==> src/rtl/riscv_pkg.sv <==
// ============================================================================
// riscv_pkg: shared arbiter state/owner types and default watchdog limit. Rev 1.0
// ============================================================================
`default_nettype none

package riscv_pkg;

  typedef enum logic [1:0] {
    IDLE   = 2'd0,
    WAIT_I = 2'd1,
    WAIT_D = 2'd2
  } arb_state_e;

  typedef enum logic {
    OWN_I = 1'b0,
    OWN_D = 1'b1
  } owner_e;

  localparam int unsigned C_DEFAULT_TIMEOUT = 64;

endpackage

`default_nettype wire

==> src/rtl/mem_port_arbiter_if.sv <==
// ============================================================================
// mem_port_arbiter_if: fetch, load/store and memory port bundle. Rev 1.0
// ============================================================================
`default_nettype none

interface mem_port_arbiter_if #(
  parameter int unsigned ADDR_W = 32,
  parameter int unsigned DATA_W = 32
);

  logic                  if_req;
  logic [ADDR_W-1:0]     if_addr;
  logic                  if_gnt;
  logic                  if_rvalid;
  logic                  if_err;
  logic [DATA_W-1:0]     if_rdata;

  logic                  d_req;
  logic                  d_we;
  logic [ADDR_W-1:0]     d_addr;
  logic [DATA_W-1:0]     d_wdata;
  logic [DATA_W/8-1:0]   d_be;
  logic                  d_gnt;
  logic                  d_rvalid;
  logic                  d_err;
  logic [DATA_W-1:0]     d_rdata;

  logic                  mem_req;
  logic                  mem_we;
  logic [ADDR_W-1:0]     mem_addr;
  logic [DATA_W-1:0]     mem_wdata;
  logic [DATA_W/8-1:0]   mem_be;
  logic                  mem_gnt;
  logic                  mem_rvalid;
  logic [DATA_W-1:0]     mem_rdata;

  // Arbiter side
  modport slave (
    input  if_req, if_addr,
    input  d_req, d_we, d_addr, d_wdata, d_be,
    input  mem_gnt, mem_rvalid, mem_rdata,
    output if_gnt, if_rvalid, if_err, if_rdata,
    output d_gnt, d_rvalid, d_err, d_rdata,
    output mem_req, mem_we, mem_addr, mem_wdata, mem_be
  );

  // Requester and memory side
  modport master (
    output if_req, if_addr,
    output d_req, d_we, d_addr, d_wdata, d_be,
    output mem_gnt, mem_rvalid, mem_rdata,
    input  if_gnt, if_rvalid, if_err, if_rdata,
    input  d_gnt, d_rvalid, d_err, d_rdata,
    input  mem_req, mem_we, mem_addr, mem_wdata, mem_be
  );

endinterface

`default_nettype wire

==> src/rtl/mem_port_arbiter.sv <==
// ============================================================================
// mem_port_arbiter: round-robin fetch/LSU share of one memory port with watchdog. Rev 1.0
// ============================================================================
`default_nettype none

module mem_port_arbiter
  import riscv_pkg::*;
#(
  parameter int unsigned ADDR_W  = 32,
  parameter int unsigned DATA_W  = 32,
  parameter int unsigned TIMEOUT = C_DEFAULT_TIMEOUT
) (
  input  logic              clk,
  input  logic              reset,
  mem_port_arbiter_if.slave bus
);

  localparam int unsigned      CNT_W      = $clog2(TIMEOUT);
  localparam logic [CNT_W-1:0] C_CNT_LAST = CNT_W'(TIMEOUT - 1);

  arb_state_e          state_q;
  owner_e              last_owner_q;
  logic [CNT_W-1:0]    cnt_q;

  owner_e              w_winner;
  logic                w_fetch_win;
  logic                w_any_req;
  logic                w_idle;
  logic                w_wait;
  logic                w_drive;
  logic                w_take;
  logic                w_resp;
  logic                w_timeout;
  logic                w_done;
  logic                w_own_i;
  logic                w_own_d;
  logic                w_we;
  logic [ADDR_W-1:0]   w_addr;
  logic [DATA_W-1:0]   w_wdata;
  logic [DATA_W/8-1:0] w_be;

  always_comb begin
    w_winner = OWN_D;
    if (bus.if_req && bus.d_req) begin
      w_winner = (last_owner_q == OWN_I) ? OWN_D : OWN_I;
    end else if (bus.if_req) begin
      w_winner = OWN_I;
    end
  end

  // Outputs are forced quiet while reset is held, even mid-transaction
  assign w_fetch_win = (w_winner == OWN_I);
  assign w_any_req   = bus.if_req | bus.d_req;
  assign w_idle      = (state_q == IDLE) && !reset;
  assign w_wait      = (state_q != IDLE) && !reset;
  assign w_drive     = w_idle && w_any_req;
  assign w_take      = w_drive && bus.mem_gnt;
  assign w_resp      = w_wait && bus.mem_rvalid;
  assign w_timeout   = w_wait && !bus.mem_rvalid && (cnt_q == C_CNT_LAST);
  assign w_done      = w_resp | w_timeout;
  assign w_own_i     = (state_q == WAIT_I);
  assign w_own_d     = (state_q == WAIT_D);

  assign w_addr  = w_fetch_win ? bus.if_addr : bus.d_addr;
  assign w_wdata = w_fetch_win ? '0 : bus.d_wdata;
  assign w_be    = w_fetch_win ? '1 : bus.d_be;
  assign w_we    = !w_fetch_win && bus.d_we;

  assign bus.mem_req   = w_drive;
  assign bus.mem_we    = w_drive && w_we;
  assign bus.mem_addr  = w_drive ? w_addr  : '0;
  assign bus.mem_wdata = w_drive ? w_wdata : '0;
  assign bus.mem_be    = w_drive ? w_be    : '0;

  assign bus.if_gnt    = w_take && w_fetch_win;
  assign bus.d_gnt     = w_take && !w_fetch_win;

  assign bus.if_rvalid = w_done && w_own_i;
  assign bus.if_err    = w_timeout && w_own_i;
  assign bus.if_rdata  = (w_resp && w_own_i) ? bus.mem_rdata : '0;
  assign bus.d_rvalid  = w_done && w_own_d;
  assign bus.d_err     = w_timeout && w_own_d;
  assign bus.d_rdata   = (w_resp && w_own_d) ? bus.mem_rdata : '0;

  always_ff @(posedge clk) begin
    if (reset) begin
      state_q      <= IDLE;
      last_owner_q <= OWN_D;
      cnt_q        <= '0;
    end else begin
      unique case (state_q)
        IDLE: begin
          if (w_take) begin
            state_q      <= w_fetch_win ? WAIT_I : WAIT_D;
            last_owner_q <= w_winner;
            cnt_q        <= '0;
          end
        end
        WAIT_I, WAIT_D: begin
          cnt_q <= cnt_q + 1'b1;
          if (w_done) begin
            state_q <= IDLE;
          end
        end
        default: state_q <= IDLE;
      endcase
    end
  end

endmodule

`default_nettype wire

==> src/flat_wrapper.sv <==
// flat-port wrapper written by rule: the top's interface ports become plain ports
module mem_port_arbiter_flat import riscv_pkg::*;
#(
  parameter int unsigned ADDR_W  = 32,
  parameter int unsigned DATA_W  = 32,
  parameter int unsigned TIMEOUT = C_DEFAULT_TIMEOUT
)
  (clk, reset, bus_if_req, bus_if_addr, bus_d_req, bus_d_we, bus_d_addr, bus_d_wdata, bus_d_be, bus_mem_gnt, bus_mem_rvalid, bus_mem_rdata, bus_if_gnt, bus_if_rvalid, bus_if_err, bus_if_rdata, bus_d_gnt, bus_d_rvalid, bus_d_err, bus_d_rdata, bus_mem_req, bus_mem_we, bus_mem_addr, bus_mem_wdata, bus_mem_be);
  mem_port_arbiter_if #(.ADDR_W(ADDR_W), .DATA_W(DATA_W)) bus_i ();
  input  logic clk;
  input  logic reset;
  input wire logic [$bits(bus_i.if_req)-1:0] bus_if_req;
  input wire logic [$bits(bus_i.if_addr)-1:0] bus_if_addr;
  input wire logic [$bits(bus_i.d_req)-1:0] bus_d_req;
  input wire logic [$bits(bus_i.d_we)-1:0] bus_d_we;
  input wire logic [$bits(bus_i.d_addr)-1:0] bus_d_addr;
  input wire logic [$bits(bus_i.d_wdata)-1:0] bus_d_wdata;
  input wire logic [$bits(bus_i.d_be)-1:0] bus_d_be;
  input wire logic [$bits(bus_i.mem_gnt)-1:0] bus_mem_gnt;
  input wire logic [$bits(bus_i.mem_rvalid)-1:0] bus_mem_rvalid;
  input wire logic [$bits(bus_i.mem_rdata)-1:0] bus_mem_rdata;
  output wire logic [$bits(bus_i.if_gnt)-1:0] bus_if_gnt;
  output wire logic [$bits(bus_i.if_rvalid)-1:0] bus_if_rvalid;
  output wire logic [$bits(bus_i.if_err)-1:0] bus_if_err;
  output wire logic [$bits(bus_i.if_rdata)-1:0] bus_if_rdata;
  output wire logic [$bits(bus_i.d_gnt)-1:0] bus_d_gnt;
  output wire logic [$bits(bus_i.d_rvalid)-1:0] bus_d_rvalid;
  output wire logic [$bits(bus_i.d_err)-1:0] bus_d_err;
  output wire logic [$bits(bus_i.d_rdata)-1:0] bus_d_rdata;
  output wire logic [$bits(bus_i.mem_req)-1:0] bus_mem_req;
  output wire logic [$bits(bus_i.mem_we)-1:0] bus_mem_we;
  output wire logic [$bits(bus_i.mem_addr)-1:0] bus_mem_addr;
  output wire logic [$bits(bus_i.mem_wdata)-1:0] bus_mem_wdata;
  output wire logic [$bits(bus_i.mem_be)-1:0] bus_mem_be;
  assign bus_i.if_req = bus_if_req;
  assign bus_i.if_addr = bus_if_addr;
  assign bus_i.d_req = bus_d_req;
  assign bus_i.d_we = bus_d_we;
  assign bus_i.d_addr = bus_d_addr;
  assign bus_i.d_wdata = bus_d_wdata;
  assign bus_i.d_be = bus_d_be;
  assign bus_i.mem_gnt = bus_mem_gnt;
  assign bus_i.mem_rvalid = bus_mem_rvalid;
  assign bus_i.mem_rdata = bus_mem_rdata;
  assign bus_if_gnt = bus_i.if_gnt;
  assign bus_if_rvalid = bus_i.if_rvalid;
  assign bus_if_err = bus_i.if_err;
  assign bus_if_rdata = bus_i.if_rdata;
  assign bus_d_gnt = bus_i.d_gnt;
  assign bus_d_rvalid = bus_i.d_rvalid;
  assign bus_d_err = bus_i.d_err;
  assign bus_d_rdata = bus_i.d_rdata;
  assign bus_mem_req = bus_i.mem_req;
  assign bus_mem_we = bus_i.mem_we;
  assign bus_mem_addr = bus_i.mem_addr;
  assign bus_mem_wdata = bus_i.mem_wdata;
  assign bus_mem_be = bus_i.mem_be;
  mem_port_arbiter #(.ADDR_W(ADDR_W), .DATA_W(DATA_W), .TIMEOUT(TIMEOUT)) u_core (.clk(clk), .reset(reset), .bus(bus_i));
endmodule
==> config.mk <==
export PLATFORM = sky130hd
export DESIGN_NAME = mem_port_arbiter_flat
export DESIGN_NICKNAME = d
export VERILOG_FILES = /design/src/rtl/riscv_pkg.sv /design/src/rtl/mem_port_arbiter_if.sv /design/src/rtl/mem_port_arbiter.sv /design/src/flat_wrapper.sv
export SDC_FILE = /design/constraint.sdc
export NUM_CORES = 1
export LEC_CHECK = 0
export CAP_MARGIN = 5
export CORE_AREA = 2 2 109 111
export CTS_CLUSTER_SIZE = 12
export DETAILED_ROUTE_END_ITERATION = 7
export DIE_AREA = 0 0 111 113
export PLACE_DENSITY = 0.68
export SLEW_MARGIN = 20
export SYNTH_ARGS = -nofsm -noshare
export SYNTH_HDL_FRONTEND = slang
export SYNTH_SLANG_ARGS = --single-unit
==> constraint.sdc <==
create_clock -name clk -period 4.3 [get_ports clk]
set_clock_uncertainty 0.2 [all_clocks]
set_input_delay 0.43 -clock clk [delete_from_list [all_inputs] [get_ports clk]]
set_output_delay 0.43 -clock clk [all_outputs]
set_load 0.005 [all_outputs]
==> flow_summary.toml, run 1 <==
[run_status]
status = "finished, final reports clean"

[critical_path]
cp.arrival_ns = 2.75
crit_required_ns = 3.67
worstPathMaxFanout = 32
r2r_slack_ns = 2.36
crit_top_cell = "clkdlybuf4s50_1"
cp_num_buf_inv = 2
startpoint_type = "input pin"
critPathKind = "in2out"
cp_top_family = "simple AND/OR/NAND/NOR gates"
cp-end-kind = "primary output"
slowest_stage = "and3_1"
path_cells = "clkdlybuf4s50_1 > nor2_1 > and3_1 > and2_1 > clkdlybuf4s50_1"
max_stage_delay_ns = 0.70

[synthesis]
synth_compound_area_share_pct = 18.7
synthesis.area_sq_um = 1740
synth_mux_area_share_pct = 1.15
synth_nets = 441
ys_seq_elements = 9
synth_cells = 298
synthXorXnorAreaFrac_pct = 0
syn_area_per_cell_sq_um = 5.85
synth_edf_count = 0
synth_ff_type = "dfxtp_1"
ys_seq_area_share_pct = 10.3
yosysWarnings = 0
synth-simple-area-share_pct = 60.1
async_reset_ff_share_pct = 0
synthAdderAreaFrac_pct = 2.87
synth_top_family_by_area = "simple AND/OR/NAND/NOR gates"
synth.distinct_cells = 30

[placement]
gp_congestion = 0.922
io_buffer_count = 278
dp_hpwl_um = 7870

[clocking]
clk_latency_ns = 0.24
cts_tree = "yes"
clock_sinks = 9
cts.root.buffer_cell = "clkbuf_16"
cts.path.max_buffers = 2
holdBufCountCts = 0
cts_setup_buffers = 0
clkTransAtPathRegs_ns = 0.04
cts_made_buffers = 3
ctsResizeCount = 0
htree_levels = 1

[detailed_routing]
first_iter_violations = 142
wire_per_inst_um = 13.1
drt_drc_violations_left = 0
vias_per_cell = 4.21
wirelength_um = 9270
vias = 2973
first_pass_iters = 4
antenna_left = 0

[global_routing]
grt_max_degree = 38
first_global_vias = 2845
grt_usage_pct = 13.7
antenna_found_initial = 0
grt_first_pass_wirelength_um = 14300
grt-ovfl-total = 0

[sta]
setup_violations = 0
slew_headroom_pct = 47.8
finalHoldViolCount = 0
min_period_ns = 3.38
fin_crit_sh_pct = 78.7
setup_tns_ns = 0
max_freq_ghz = 0.296
drv_slew = 0
tightest_slew_ns = 0.783
rsz0062_at_grt = "no"

[final_layout]
n_fill_cell = 1167
diodes = 0
syn2layout_area_growth_pct = 172
final_common_cell = "clkdlybuf4s50_1"
utilization_pct = 42.1
final_nets = 708
drive_above_1_share_pct = 2.30
final_cell_mix = "278 x clkdlybuf4s50_1, 98 x and2_1, 72 x nand2_1"

[job]
drv_cap = 0

[floorplanning]
start_util_pct = 15.5
fp.dieW_um = 111
placement_rows = 39
io_pins = 279
fp.coreArea_sq_um = 11300
die_y_um = 113
die_area_sq_um = 12500

[power]
leakage_nw = 1.84
peakVddDrop_uv = 93.1
powerDensity_nw_per_um2 = 127

[min_path]
hp-class = "reg2reg"
sequential cells by signal, summed over array words and instances, names as in the netlist:
register	cells
u_core.cnt_q	6
u_core.state_q	2
u_core.last_owner_q	1
cells by family after synthesis:
| group | count (synthesis) |
|---|---|
| buffers and inverters | 29 |
| multiplexers | 2 |
| AND/OR/NAND/NOR | 202 |
| adder cells (fa/ha/maj) | 4 |
| AO/OA/AOI/OAI | 52 |
| flip-flops | 9 |
power by group:
group / internal [W] / switching (W) / total (W)
registers: 0.0000875 / 0.00000346 / 0.0000910
logic: 0.000221 / 0.000124 / 0.000346
clock network: 0.000124 / 0.0000425 / 0.000167
total: 0.000433 / 0.000170 / 0.000603
path summary, 6_finish.rpt:
path                     start              end  cells after the start
max                      reset  bus_d_rdata[22]                      5
min            u_core.cnt_q[5]  u_core.cnt_q[5]                      2
max reg2reg  u_core.state_q[1]  u_core.cnt_q[4]                      5
min reg2reg    u_core.cnt_q[5]  u_core.cnt_q[5]                      2
through the flow:
| stage | instances | total power (W) | cell area (sq um) | setup slack, ns | hold slack, ns |
|---|---|---|---|---|---|
| after floorplan | 298 | 0.000201 | 1740 | 2.19 | 0.238 |
| after global placement | 703 | 0.000436 | 4660 | 1.02 | 0.249 |
| after detailed placement | 703 | 0.000441 | 4660 | 0.921 | 0.276 |
| after global routing | 707 | 0.000646 | 4740 | 0.686 | 0.289 |
| after CTS | 707 | 0.000613 | 4740 | 0.913 | 0.282 |
| final | 707 | 0.000603 | 4740 | 0.917 | 0.274 |
cell usage after synthesis (all sizes together) (2+ instances only):
cell type / number / area share [%]
nor2: 13 / 2.8
o21ai: 2 / 0.57
nand2b: 2 / 0.72
inv: 8 / 1.7
dfxtp: 9 / 10
a31oi: 3 / 1.1
a21oi: 36 / 10
buf: 8 / 2.3
nand2: 72 / 15
a22o: 2 / 1.0
clkbuf: 13 / 2.8
mux2i: 2 / 1.1
nand3: 4 / 1.1
nor3: 2 / 0.57
o21a: 2 / 0.86
and2: 98 / 35
ha: 4 / 2.9
and3: 6 / 2.2
routing by layer:
metal	routed length (um)	up-vias	global-route usage [%]
met5	0	-	0
met4	93	0	2.58
met3	710	10	3.48
met2	4870	162	26.6
met1	3590	1308	15.1
li1	-	1493	-
worst register-to-register path, stage by stage, from the launching register on:
cell and delay [ns]:
dfxtp_1 0.36, inv_1 0.07, ha_1 0.41, inv_1 0.14, or4_1 0.51, a31oi_1 0.17
cell type report:
type,count,area [sq um],share of cell area [%]
repair buffers,283,2820,59.5
multi-input cells,260,1450,30.6
flip-flops and latches,9,180,3.80
well taps,143,179,3.77
clock buffers,4,78.8,1.66
inverters,8,30.0,0.633
(Power assumes the default switching activity.)
==> inputs of run 2 (changes only) <==
Settings changed: PLACE_DENSITY 0.68 to 0.7.
Clock period 4.3 ns to 2.96 ns, I/O delays scaled along.
==> run 2 against run 1 <==
  * Clock power is 44% higher
  * Power up 47%
  * Worst setup slack worse by 0.73 ns
  * Routed wire length shrank 1.3%
  * Sequential cell count is the same
  * Register-to-register slack worse by 1.3 ns
  * Non-clock buffer count rose by 2
  * Count of clock-buffer cells in the layout stayed put
  * Die area is the same
  * Utilization rose by 0.71 points
  * Sequential share of layout area decreased by 0.063 points
  * Critical path type unchanged
  * Highest routed layer unchanged
==> flow_summary.toml, run 2 (synthesis results as in run 1) <==
[run_status]
status = "finished, final reports clean"

[sta]
min_period_ns = 2.77
rsz0062_at_grt = "no"
fin_crit_sh_pct = 93.6
drv_slew = 0
setup_violations = 0
max_freq_ghz = 0.361
fin_ws_ns = 0.189
slew_headroom_pct = 72.5
finalHoldViolCount = 0
setup_tns_ns = 0
tightest_slew_ns = 0.411

[clocking]
cts_made_buffers = 3
htree_levels = 1
clkTransAtPathRegs_ns = 0.04
cts_tree = "yes"
clk_latency_ns = 0.24
ctsResizeCount = 0
cts.root.buffer_cell = "clkbuf_16"
holdBufCountCts = 0
cts.path.max_buffers = 2
cts_setup_buffers = 0
clock_sinks = 9

[floorplanning]
fp.dieW_um = 111
die_area_sq_um = 12500
start_util_pct = 15.5
placement_rows = 39
die_y_um = 113
io_pins = 279
fp.coreArea_sq_um = 11300

[critical_path]
regToRegStartpoint = "u_core.state_q[0]"
slowest_stage = "clkdlybuf4s50_1"
r2r-end = "u_core.cnt_q[4]"
r2r_slack_ns = 1.04
critPathKind = "in2out"
ff2ff_path_depth = 5
max_stage_delay_ns = 0.67
startpoint_type = "input pin"
crit_required_ns = 2.46
cp_num_buf_inv = 3
worstPathMaxFanout = 36
cp_top_family = "buffers and inverters"
cp.arrival_ns = 2.28
path_cells = "clkdlybuf4s50_1 > a21boi_2 > buf_12 > nand2_1 > a21oi_1 > clkdlybuf4s50_1"
cp-end-kind = "primary output"
startpoint = "bus_if_req"
crit_top_cell = "clkdlybuf4s50_1"

[final_layout]
top_register = "u_core.cnt_q"
top_regs = "u_core.cnt_q (6), u_core.state_q (2), u_core.last_owner_q (1)"
diodes = 0
final_nets = 710
final_cell_mix = "278 x clkdlybuf4s50_1, 98 x and2_1, 72 x nand2_1"
instances_no_fill = 709
final_common_cell = "clkdlybuf4s50_1"
n_fill_cell = 1120
utilization_pct = 42.8
syn2layout_area_growth_pct = 176
multi_input_area_sq_um = 1460
register_area_sq_um = 180
largest_reg_flops = 6
drive_above_1_share_pct = 2.83

[global_routing]
grt-ovfl-total = 0
grt_first_pass_wirelength_um = 14200
grt_max_degree = 38
antenna_found_initial = 0
grt_usage_pct = 13.5
first_global_vias = 2863

[min_path]
hold_end = "u_core.cnt_q[5]"
hp-class = "reg2reg"
holdPathStages = 2
hp-start = "u_core.cnt_q[5]"

[detailed_routing]
wirelength_um = 9140
vias_per_cell = 4.20
wire_per_inst_um = 12.9
first_pass_iters = 4
vias = 2979
antenna_left = 0
first_iter_violations = 172
drt_drc_violations_left = 0

[placement]
gp_congestion = 0.856
placed_cells = 705
place_ws_ns = 0.167
io_buffer_count = 278
dp_hpwl_um = 7660

[job]
drv_cap = 0

[power]
peakVddDrop_uv = 179
leakage_nw = 1.87
powerDensity_nw_per_um2 = 184
## run 2: changes by cell type in the layout (fill, tap and decap cells not counted), sizes merged
| cell | delta |
|---|---|
| buf | +2 |
## run 2: worst max path at each step
stage                                   end  slack, ns  cells past startpoint
after floorplan               bus_mem_be[0]       0.99                      6
after global placement      bus_mem_addr[4]       0.21                      6
after detailed placement  bus_mem_wdata[23]       0.17                      5
after CTS                 bus_mem_wdata[23]       0.13                      7
after global routing      bus_mem_wdata[23]       0.04                      7
final                       bus_mem_addr[4]       0.19                      6
## run 2: power by group
part | leakage, nW | total (W) | internal [W] | switching (W)
combinational | 1.76 | 0.000517 | 0.000334 | 0.000183
clock | 0.0382 | 0.000240 | 0.000180 | 0.0000597
sequential | 0.0730 | 0.000132 | 0.000127 | 0.00000500
## run 2: cell type report
class | count | share of cell area (%)
Sequential cell | 9 | 3.74
Tap cell | 143 | 3.71
Timing Repair Buffer | 285 | 60.1
Clock buffer | 4 | 1.64
Multi-Input combinational cell | 260 | 30.2
Inverter | 8 | 0.623
## run 2: worst reg2reg max path: stages (launching register included)
cell and delay (ns):
dfxtp_1 0.35, inv_1 0.08, ha_2 0.40, inv_1 0.12
or4_1 0.51, a31oi_1 0.18
## run 2: per-layer routing
| metal | routed length [um] | global-route usage, % | share of wire, % |
|---|---|---|---|
| met1 | 3460 | 14.6 | 38 |
| met2 | 4800 | 26.7 | 53 |
| met3 | 799 | 3.43 | 8.7 |
| met4 | 87 | 2.25 | 0.95 |
| met5 | 0 | 0 | 0 |
## run 2: through the flow
step | power, W | hold slack [ns] | instance area (sq um)
after detailed placement | 0.000651 | 0.268 | 4740
final | 0.000889 | 0.267 | 4820
after global routing | 0.000945 | 0.316 | 4820
after global placement | 0.000643 | 0.255 | 4740
after floorplan | 0.000292 | 0.238 | 1740
after CTS | 0.000897 | 0.272 | 4820
==> inputs of run 3 (changes only) <==
Settings changed: CAP_MARGIN 5 to 20.
==> results of run 3 <==
No change in the layout: final DEF, timing and power equal those of run 2.
